File: config.mk
export PLATFORM = sky130hd
export DESIGN_NAME = io_device_router
export DESIGN_NICKNAME = d
export VERILOG_FILES = /design/src/rtl/io_device_router.sv
export SDC_FILE = /design/constraint.sdc
export NUM_CORES = 1
export LEC_CHECK = 0
export ABC_AREA = 1
export CORE_AREA = 2 2 135 137
export CTS_CLUSTER_DIAMETER = 100
export DETAILED_ROUTE_END_ITERATION = 8
export DIE_AREA = 0 0 137 139
export PLACE_DENSITY = 0.79
export SLEW_MARGIN = 20
export SYNTH_ARGS = -nofsm -noshare
export SYNTH_HDL_FRONTEND = slang
export SYNTH_SLANG_ARGS = --single-unit
File: constraint.sdc
create_clock -name clk_i -period 2.8 [get_ports clk_i]
set_clock_uncertainty 0.15 [all_clocks]
set_input_delay 0.28 -clock clk_i [delete_from_list [all_inputs] [get_ports clk_i]]
set_output_delay 0.28 -clock clk_i [all_outputs]
set_load 0.005 [all_outputs]
File: src/rtl/io_device_router.sv
// Routes one serialized device-bus request to a memory-mapped I/O slave and returns its data upstream.
// Latency: unmapped T+1, slave ready in ISSUE T+2, k-th WAIT cycle T+2+k, timeout T+1+TIMEOUT_CYCLES.
// Backpressure: one request outstanding; S_strobe_i is ignored outside IDLE; hung slaves answered by timeout.
module io_device_router #(
    parameter int               XLEN           = 32,
    parameter int               DEV_NUMS       = 4,
    parameter logic [3:0]       IO_TAG         = 4'hC,
    parameter int               TIMEOUT_CYCLES = 256,
    parameter logic [XLEN-1:0]  ERR_DATA       = 32'hDEAD_BEEF
) (
    input  logic                 clk_i,
    input  logic                 rst_ni,
    input  logic                 S_strobe_i,
    input  logic [XLEN-1:0]      S_addr_i,
    input  logic                 S_rw_i,
    input  logic [XLEN/8-1:0]    S_byte_enable_i,
    input  logic [XLEN-1:0]      S_data_i,
    output logic                 S_data_ready_o,
    output logic [XLEN-1:0]      S_data_o,
    output logic [DEV_NUMS-1:0]  D_strobe_o,
    output logic [XLEN-1:0]      D_addr_o,
    output logic                 D_rw_o,
    output logic [XLEN/8-1:0]    D_byte_enable_o,
    output logic [XLEN-1:0]      D_data_o,
    input  logic [DEV_NUMS-1:0]  D_data_ready_i,
    input  logic [XLEN-1:0]      D_data_i [0:DEV_NUMS-1],
    output logic                 bus_err_o,
    output logic [XLEN-1:0]      err_addr_o
);
    localparam int IDX_W = (DEV_NUMS > 1) ? $clog2(DEV_NUMS) : 1;
    localparam int CNT_W = $clog2(TIMEOUT_CYCLES);

    typedef enum logic [1:0] {IDLE, ISSUE, WAIT, RESP} state_t;

    state_t             state_q, state_d;
    logic [3:0]         dev_idx_q;
    logic               err_q;
    logic [CNT_W-1:0]   cnt_q;
    logic               load_req, resp_ok, resp_err;

    logic [3:0]         in_idx;
    logic               in_hit;
    logic [IDX_W-1:0]   dev_sel;
    logic               sel_rdy;

    assign in_idx  = S_addr_i[XLEN-5:XLEN-8];
    assign in_hit  = (S_addr_i[XLEN-1:XLEN-4] == IO_TAG) && (32'(in_idx) < DEV_NUMS);
    // dev_sel only matters in ISSUE/WAIT, where the latched index is known to be in range
    assign dev_sel = dev_idx_q[IDX_W-1:0];
    assign sel_rdy = D_data_ready_i[dev_sel];

    always_ff @(posedge clk_i or negedge rst_ni) begin
        if (!rst_ni) state_q <= IDLE;
        else         state_q <= state_d;
    end

    always_comb begin
        state_d  = state_q;
        load_req = 1'b0;
        resp_ok  = 1'b0;
        resp_err = 1'b0;
        case (state_q)
            IDLE: begin
                if (S_strobe_i) begin
                    load_req = 1'b1;
                    if (in_hit) begin
                        state_d = ISSUE;
                    end else begin
                        state_d  = RESP;
                        resp_err = 1'b1;
                    end
                end
            end
            ISSUE: begin
                if (sel_rdy) begin
                    state_d = RESP;
                    resp_ok = 1'b1;
                end else begin
                    state_d = WAIT;
                end
            end
            WAIT: begin
                if (sel_rdy) begin
                    state_d = RESP;
                    resp_ok = 1'b1;
                end else if (cnt_q == CNT_W'(TIMEOUT_CYCLES - 1)) begin
                    state_d  = RESP;
                    resp_err = 1'b1;
                end
            end
            RESP:    state_d = IDLE;
            default: state_d = IDLE;
        endcase
    end

    // Counter reads 0 in ISSUE and k in the k-th WAIT cycle
    always_ff @(posedge clk_i or negedge rst_ni) begin
        if (!rst_ni) begin
            D_addr_o        <= '0;
            D_rw_o          <= 1'b0;
            D_byte_enable_o <= '0;
            D_data_o        <= '0;
            dev_idx_q       <= '0;
            err_q           <= 1'b0;
            cnt_q           <= '0;
            S_data_o        <= '0;
            err_addr_o      <= '0;
        end else begin
            if (load_req) begin
                D_addr_o        <= S_addr_i;
                D_rw_o          <= S_rw_i;
                D_byte_enable_o <= S_byte_enable_i;
                D_data_o        <= S_data_i;
                dev_idx_q       <= in_idx;
            end
            if (state_q == ISSUE || state_q == WAIT) cnt_q <= cnt_q + 1'b1;
            else                                     cnt_q <= '0;
            if (resp_ok) begin
                S_data_o <= D_data_i[dev_sel];
                err_q    <= 1'b0;
            end else if (resp_err) begin
                S_data_o <= ERR_DATA;
                err_q    <= 1'b1;
            end
            if (state_q == RESP && err_q) err_addr_o <= D_addr_o;
        end
    end

    always_comb begin
        D_strobe_o = '0;
        for (int i = 0; i < DEV_NUMS; i++)
            D_strobe_o[i] = (state_q == ISSUE) && (dev_idx_q == 4'(i));
    end

    assign S_data_ready_o = (state_q == RESP);
    assign bus_err_o      = (state_q == RESP) && err_q;
endmodule

== Word level (Yosys, flattened, before mapping) ==
Cells that the tools add are included.

* Add/subtract/negate cells: 1
* Magnitude comparators: 3
* Muxes and demuxes: 25
* Bitwise logic cells: 1
* Reductions and logical operators: 12
* Equality and inequality tests: 10

{| class="wikitable"
|+ Operators with widths
! operator !! number
|-
| $mux W32 || 4
|-
| $bmux W32 S2 || 1
|-
| $mux W1 || 12
|-
| $add A8 B1 Y8 const B || 1
|-
| $eq A4 B2 Y1 const B || 2
|-
| $eq A8 B8 Y1 const B || 1
|-
| $mux W2 || 4
|-
| $mux W8 || 1
|-
| $pmux W2 S4 || 1
|-
| $logic_and A1 B1 Y1 || 6
|-
| $eq A2 B2 Y1 const B || 2
|-
| $eq A4 B1 Y1 const B || 1
|-
| $eq A4 B4 Y1 const B || 1
|-
| $logic_not A4 Y1 || 1
|-
| $lt A4 B3 Y1 const B || 1
|-
| $ge A3 B3 Y1 const B || 1
|-
| $lt A2 B3 Y1 const B || 1
|-
| $ne A3 B3 Y1 const B || 1
|-
| $not A2 Y3 || 1
|-
| $bmux W1 S2 || 1
|-
| $eq A2 B1 Y1 const B || 1
|-
| $logic_not A2 Y1 || 1
|-
| $ne A2 B2 Y1 const B || 1
|-
| $pmux W1 S2 || 1
|-
| other kinds (4) || 4
|}

* Logic and storage cells: 62
* Register bits after elaboration: 148

== Depth between registers and ports, before layout ==
Gate-level depths: netlist of run 1.

* Depth in word-level cells: 7
* Mapped depth: 11

== Least setup slack after synthesis of run 1 ==
Ideal clock, no wire load.

* Path kind: flip-flop to flip-flop
* Start point: register state_q[0]
* End point: register S_data_o[2]
* Cell stages (with the launch flop): 10
* Setup time: 0.117 ns
* Arrival: 1.574 ns
* Path buffers: 2
* Period minus slack after synthesis: 1.841 ns
* Slack: 0.959 ns
* Cells stage by stage: dfrtp_1 > inv_1 > ha_1 > clkbuf_1 > inv_1 > nor2_4 > buf_2 > nand3_1 > nand2_1 > nand2_1

* Word-level cells in the longest chain between the ends: 4
* Elaborated cells between the ends (all ways): 8

{| class="wikitable"
|+ RTL lines
! item !! line !! source
|-
| start: declaration || 35 || <nowiki>state_t state_q, state_d;</nowiki>
|-
| start signal: assignment || 54 || <nowiki>else state_q <= state_d;</nowiki>
|-
| $eq A2 B1 Y1 / $eq A2 B2 Y1 (equally long branches) || 62 || <nowiki>case (state_q)</nowiki>
|-
| $reduce_or A2 Y1 (no source line) || -- ||
|-
| $mux W1 || -- ||
|-
| $mux W32 / $reduce_bool A2 Y1 (equally long branches) || -- ||
|-
| end signal: assignment || 119 || <nowiki>S_data_o <= D_data_i[dev_sel];</nowiki>
|-
| end: declaration || 19 || <nowiki>output logic [XLEN-1:0] S_data_o,</nowiki>
|}

Parallel ways exist; a longest one is shown, timed or not.
A chain may end at the register's enable or synchronous reset.

== Final worst setup path of run 1 ==
* Start point: register state_q[1]
* End point: output D_strobe_o[2]

* Word-level cells in the longest chain between the ends: 2

{| class="wikitable"
|+ RTL lines
! item !! line !! source
|-
| $eq A2 B1 Y1 || 132 || <nowiki>D_strobe_o[i] = (state_q == ISSUE) && (dev_idx_q == 4'(i));</nowiki>
|-
| $logic_and A1 B1 Y1 || 132 ||
|-
| end: declaration || 20 || <nowiki>output logic [DEV_NUMS-1:0] D_strobe_o,</nowiki>
|}

Every way passes these cells.

==> results of run 1 <==
==> per-stage QoR <==
stage / setup WS, ns / power, mW
after floorplan: 0.959 / 6.33
after global placement: 0.578 / 9.19
after detailed placement: 0.520 / 9.34
after CTS: 0.0497 / 11.6
after global routing: 0.00966 / 12.4
final: 0.111 / 11.5
==> cell type report <==
| cell class | instances | area [sq um] |
|---|---|---|
| fillers | 1521 | 6900 |
| flip-flops and latches | 144 | 3600 |
| repair buffers | 358 | 3560 |
| multi-input cells | 550 | 2600 |
| clock buffers | 17 | 425 |
| well taps | 229 | 287 |
| clock inverters | 15 | 154 |
| inverters | 34 | 128 |
==> metal layers <==
| layer | share of wire (%) | GRT usage (%) | vias up |
|---|---|---|---|
| li1 | - | - | 3229 |
| met1 | 38 | 26.9 | 3148 |
| met2 | 50 | 39.1 | 274 |
| met3 | 9.1 | 7.49 | 41 |
| met4 | 2.4 | 8.30 | 0 |
| met5 | 0 | 0 | - |
==> sequential cells by signal, indices dropped and copies added (netlist names) <==
name	count
err_addr_o	32
D_data_o	32
D_addr_o	32
err_q	1
D_byte_enable_o	4
cnt_q	8
D_rw_o	1
state_q	2
S_data_o	32
==> cell families (layout without fill, tap and decap cells) <==
| family | count (synthesis) | in the layout | synth area share, % |
|---|---|---|---|
| AO/OA/AOI/OAI | 109 | 109 | 10.6 |
| adder cells (fa/ha/maj) | 6 | 6 | 1.14 |
| buffers and inverters | 83 | 424 | 5.45 |
| flip-flops | 144 | 144 | 54.9 |
| AND/OR/NAND/NOR | 435 | 435 | 27.9 |
==> worst register-to-register path: stages, from the launching register on <==
cell     delay (ns)
dfrtp_1        0.41
inv_1          0.10
ha_1           0.44
inv_1          0.17
nor2_4         0.32
buf_4          0.26
nand3_1        0.09
nand2_1        0.08
nand2_1        0.06
==> worst paths after layout <==
| kind | depth (start not counted) | slack [ns] | end |
|---|---|---|---|
| max | 5 | 0.11 | D_strobe_o[2] |
| min | 3 | 0.24 | D_data_o[7] |
| max reg2reg | 8 | 0.63 | S_data_o[3] |
| min reg2reg | 1 | 0.31 | cnt_q[0] |
| max in group asynchronous | 3 | 1.45 | cnt_q[7] |
| min in group asynchronous | 2 | 0.27 | S_data_o[11] |
==> cell usage in the layout (no fill, tap or decap), types with 2 or more instances in the layout <==
cell,netlist,routed
clkinvlp_4,0,4
nand3_1,38,38
dfrtp_1,144,144
nand2_1,337,337
nor2_2,0,2
inv_2,3,3
buf_4,1,14
nand4_1,34,34
inv_6,0,4
clkinv_4,0,3
nand3_4,2,2
o21ai_0,47,47
nor3_1,3,3
ha_1,6,6
clkbuf_16,0,17
nor2_1,15,13
a21oi_1,3,3
a22o_1,4,4
inv_1,31,31
a22oi_1,52,52
nor2_4,3,3
clkdlybuf4s50_1,0,341
==> where the power goes <==
| part | switching (mW) | leakage [nW] | total [mW] | internal [mW] |
|---|---|---|---|---|
| registers | 0.609 | 1.79 | 3.66 | 3.05 |
| logic | 2.80 | 2.87 | 5.65 | 2.84 |
| clock network | 0.961 | 0.272 | 2.21 | 1.25 |
| total | 4.37 | 4.93 | 11.5 | 7.15 |
==> reports/qor.yml, run 1 <==
drt_iter0_markers: 492
required_ns: 2.37
ir_drop_mv: 0.512
yosysUniqueCellTypes: 26
ys_top_cells_by_area: "dfrtp_1 55%, nand2_1 19%, a22oi_1 6.0%"
overflow: 0
root_buffer: "clkbuf_16"
firstDrtPassIters: 4
finalSetupViolations: 0
synth_nets: 987
grt_pass1_wl_um: 34200
worst_setup_path_end_kind: "primary output"
critPathTopFamily: "buffers and inverters"
critPathKind: "reg -> out"
drc: 0
drive_above_1_share_pct: 5.28
hold_class: "in -> reg"
finalNonFillerCells: 1347
cts_tree: "built"
cts_setup_buffers: 0
vias_per_cell: 4.97
postLayoutCellArea_sq_mm: 0.0108
port_buffers: 342
num_vias: 6692
layout.nets: 1315
slowest_stage: "clkdlybuf4s50_1"
core.rowCount: 49
cts_inserted_buffers: 17
area_delta_synth_final_pct: 64.0
antenna_found_initial: 0
seq_area_frac_synth_pct: 54.9
outcome: "complete, no violations"
drv_slew: 0
syn_inst: 777
yosys_warnings: 0
postCtsHoldBufs: 1
relSlewSlack_pct: 43.3
core_sq_mm: 0.0177
initial_core_util_pct: 37.2
die_h_um: 139
rr_startpoint: "state_q[0]"
insertion_delay_ns: 0.42
cp_cell_sequence: "inv_1 > ha_1 > nand3_1 > nor3_1 > clkdlybuf4s50_1"
grt_pass1_vias: 6629
die_x_um: 137
hpwl_um: 16100
period_minus_slack_ns: 2.69
synthTopCellsByCount: "337 x nand2_1, 144 x dfrtp_1, 52 x a22oi_1"
max_stage_delay_ns: 0.58
crit_arrival_ns: 2.26
gp_congestion: 0.811
antenna_cells: 0
fin_util_pct: 60.9
fin_hold_ws_ns: 0.238
synth_edf_count: 0
cts_resized: 0
cp.buffers_inverters: 2
synthFlopType: "dfrtp_1"
post_dp_cell_area_sq_mm: 0.0102
grt_util_all_layers_pct: 23.0
min-delay-start: "S_data_i[7]"
p_per_area_mw_per_mm2: 1070
avgRoutedWirePerCell_um: 16.4
yosysTopAreaCell: "dfrtp_1"
yosysTopAreaCellShare_pct: 54.9
finalHoldViolCount: 0
synth_most_common_cell: "nand2_1"
start_kind: "flop"
synth-async-reset-ratio_pct: 100
cts.sinks: 144
fmax_mhz: 372
grt_start_max_net_pins: 90
dieArea_sq_mm: 0.0190
cts_buffer_depth: 2
synth_area_sq_mm: 0.00656
ant_nets: 0
max_cap_viol_count: 0
tns_ns: 0
critPathMaxFanout: 4
path_clk_slew_ns: 0.06
placed_cells: 1314
ios: 343
finalCritPeriodShare_pct: 96.0
htree_levels: 4
p_leak_nw: 4.93
routed_wl_um: 22100
ys_ff_latch: 144
worst_pin_slew_ns: 0.850
rsz0062_at_grt: "false"
synth.avg_cell_area_sq_um: 8.44
startpoint: "state_q[1]"
Power figures use the tool's default switching activity.
==> run 2, diff against run 1 <==
- CAP_MARGIN: unset -> 30
- CORE_AREA: 2 2 135 137 -> 2 2 132 134
- DIE_AREA: 0 0 137 139 -> 0 0 134 136
- GPL_TIMING_DRIVEN: unset -> 0
- PLACE_DENSITY: 0.79 -> 0.82
- clock period: 2.8 -> 2.5 ns (I/O delays scaled with it)
==> run 2 against run 1 <==
Against the previous run: critical path depth fell by 1; wire length rose by 4.8%; combinational power rose by 17%; utilization rose by 4.1 points; total power rose by 15%; flip-flop and latch count did not move; final cell count rose by 2.6%; via count rose by 2.5%; clock-buffer cell count rose by 5; worst setup slack got worse by 0.0061 ns; sequential power rose by 11%; register-to-register slack got worse by 0.40 ns; critical path type unchanged.
==> reports/qor.yml, run 2 (synthesis results as in run 1) <==
p_leak_nw: 5.07
power_switching_mw: 4.95
ios: 343
max_cap_viol_count: 0
finalSetupViolations: 0
relSlewSlack_pct: 63.5
core.rowCount: 48
crit_arrival_ns: 1.99
ant_nets: 0
htree_levels: 4
hold_class: "in -> reg"
antenna_cells: 0
cts_inserted_buffers: 17
place_ws_ns: 0.137
avgRoutedWirePerCell_um: 16.8
clkPwrFrac_pct: 19.5
antenna_found_initial: 0
dieArea_sq_mm: 0.0182
seq_power_share_pct: 30.5
grt_util_all_layers_pct: 25.1
core_sq_mm: 0.0169
cts_buffer_depth: 2
cts.sinks: 144
grt_start_max_net_pins: 79
fill_cells: 1415
fmax_mhz: 418
p_comb_share_pct: 50.0
area_delta_synth_final_pct: 67.2
gp_congestion: 0.841
overflow: 0
routed_wl_um: 23200
drive_above_1_share_pct: 6.22
insertion_delay_ns: 0.41
die_h_um: 136
p_int_mw: 8.32
drc: 0
port_buffers: 342
finalHoldViolCount: 0
grt_pass1_wl_um: 35700
drv_slew: 0
whs_path_depth: 3
start_kind: "flop"
vias_per_cell: 4.96
switching_share_pct: 37.3
critPathMaxFanout: 9
num_vias: 6857
initial_core_util_pct: 38.9
cts_tree: "built"
grt_pass1_vias: 6881
required_ns: 2.10
ir_drop_mv: 0.636
period_minus_slack_ns: 2.39
layout.nets: 1354
p_total_mw: 13.3
firstDrtPassIters: 5
path_clk_slew_ns: 0.06
outcome: "complete, no violations"
critPathKind: "reg -> out"
timing.final.ws_setup_ns: 0.105
drt_iter0_markers: 402
die_x_um: 134
p_per_area_mw_per_mm2: 1210
hpwl_um: 17800
worst_setup_path_end_kind: "primary output"
finalCritPeriodShare_pct: 95.8
final_common_cell: "clkdlybuf4s50_1"
root_buffer: "clkbuf_16"
worstRegToRegCells: 9
final_cell_mix: "338 x clkdlybuf4s50_1, 336 x nand2_1, 144 x dfrtp_1, 52 x a22oi_1, 47 x o21ai_0"
worst_pin_slew_ns: 0.548
[run 2: routing by layer]
metal,part of all wire [%],track usage [%]
met1,40,30.4
met2,49,42.1
met3,8.4,7.79
met4,2.8,9.69
met5,0,0
[run 2: layout make-up]
type	count	area, sq um	share of cell area, %
clock buffer	22	484	4.41
tap	225	282	2.57
buffer	48	226	2.06
clock inverter	10	123	1.12
multi-input combinational	550	2610	23.8
timing repair buffer	349	3510	32.0
sequential	144	3600	32.9
inverter	34	131	1.20
[run 2: worst max-delay path, stage by stage (launching register included)]
cell,delay [ns]
dfrtp_1,0.43
ha_1,0.24
nand2_2,0.18
clkinvlp_4,0.23
clkdlybuf4s50_1,0.50
[run 2: worst paths after layout]
path / slack, ns / start / end
worst min-delay path: 0.21 / S_data_i[14] / D_data_o[14]
worst max register to register: 0.23 / state_q[0] / S_data_o[28]
worst max-delay path: 0.11 / state_q[0] / bus_err_o
worst min register to register: 0.32 / cnt_q[0] / cnt_q[0]
min in group asynchronous: 0.22 / rst_ni / S_data_o[11]
max in group asynchronous: 1.23 / rst_ni / D_addr_o[26]
[run 2: power by group through the flow]
stage | Clock [mW] | Sequential [mW] | Combinational [mW]
after detailed placement | 0 | 4.06 | 6.59
after floorplan | 0 | 4.09 | 2.99
after global routing | 2.75 | 4.17 | 7.30
after CTS | 2.63 | 4.04 | 6.63
after global placement | 0 | 4.03 | 6.45
final | 2.59 | 4.05 | 6.63
[run 2: repair_timing]
action | CTS | global route
hold endpoints to repair | 66 | 0
setup endpoints to repair | 3 | 4
hold buffers | 1 | 0
gates resized for setup | 3 | 5
setup buffers | 0 | 5
pin swaps | 1 | 0
[run 2: through the flow]
stage               util, %  area (sq um)  hold slack [ns]  std cells  setup TNS [ns]
floorplan                 -          6560           -0.196        777               0
global placement       60.8         10300            0.301       1344         -686.19
detailed placement     61.0         10300           0.0812       1345               0
CTS                    64.7         10900            0.195       1377          -0.138
global route           65.0         11000            0.222       1382        -0.00419
finish                 65.0         11000            0.213       1382               0
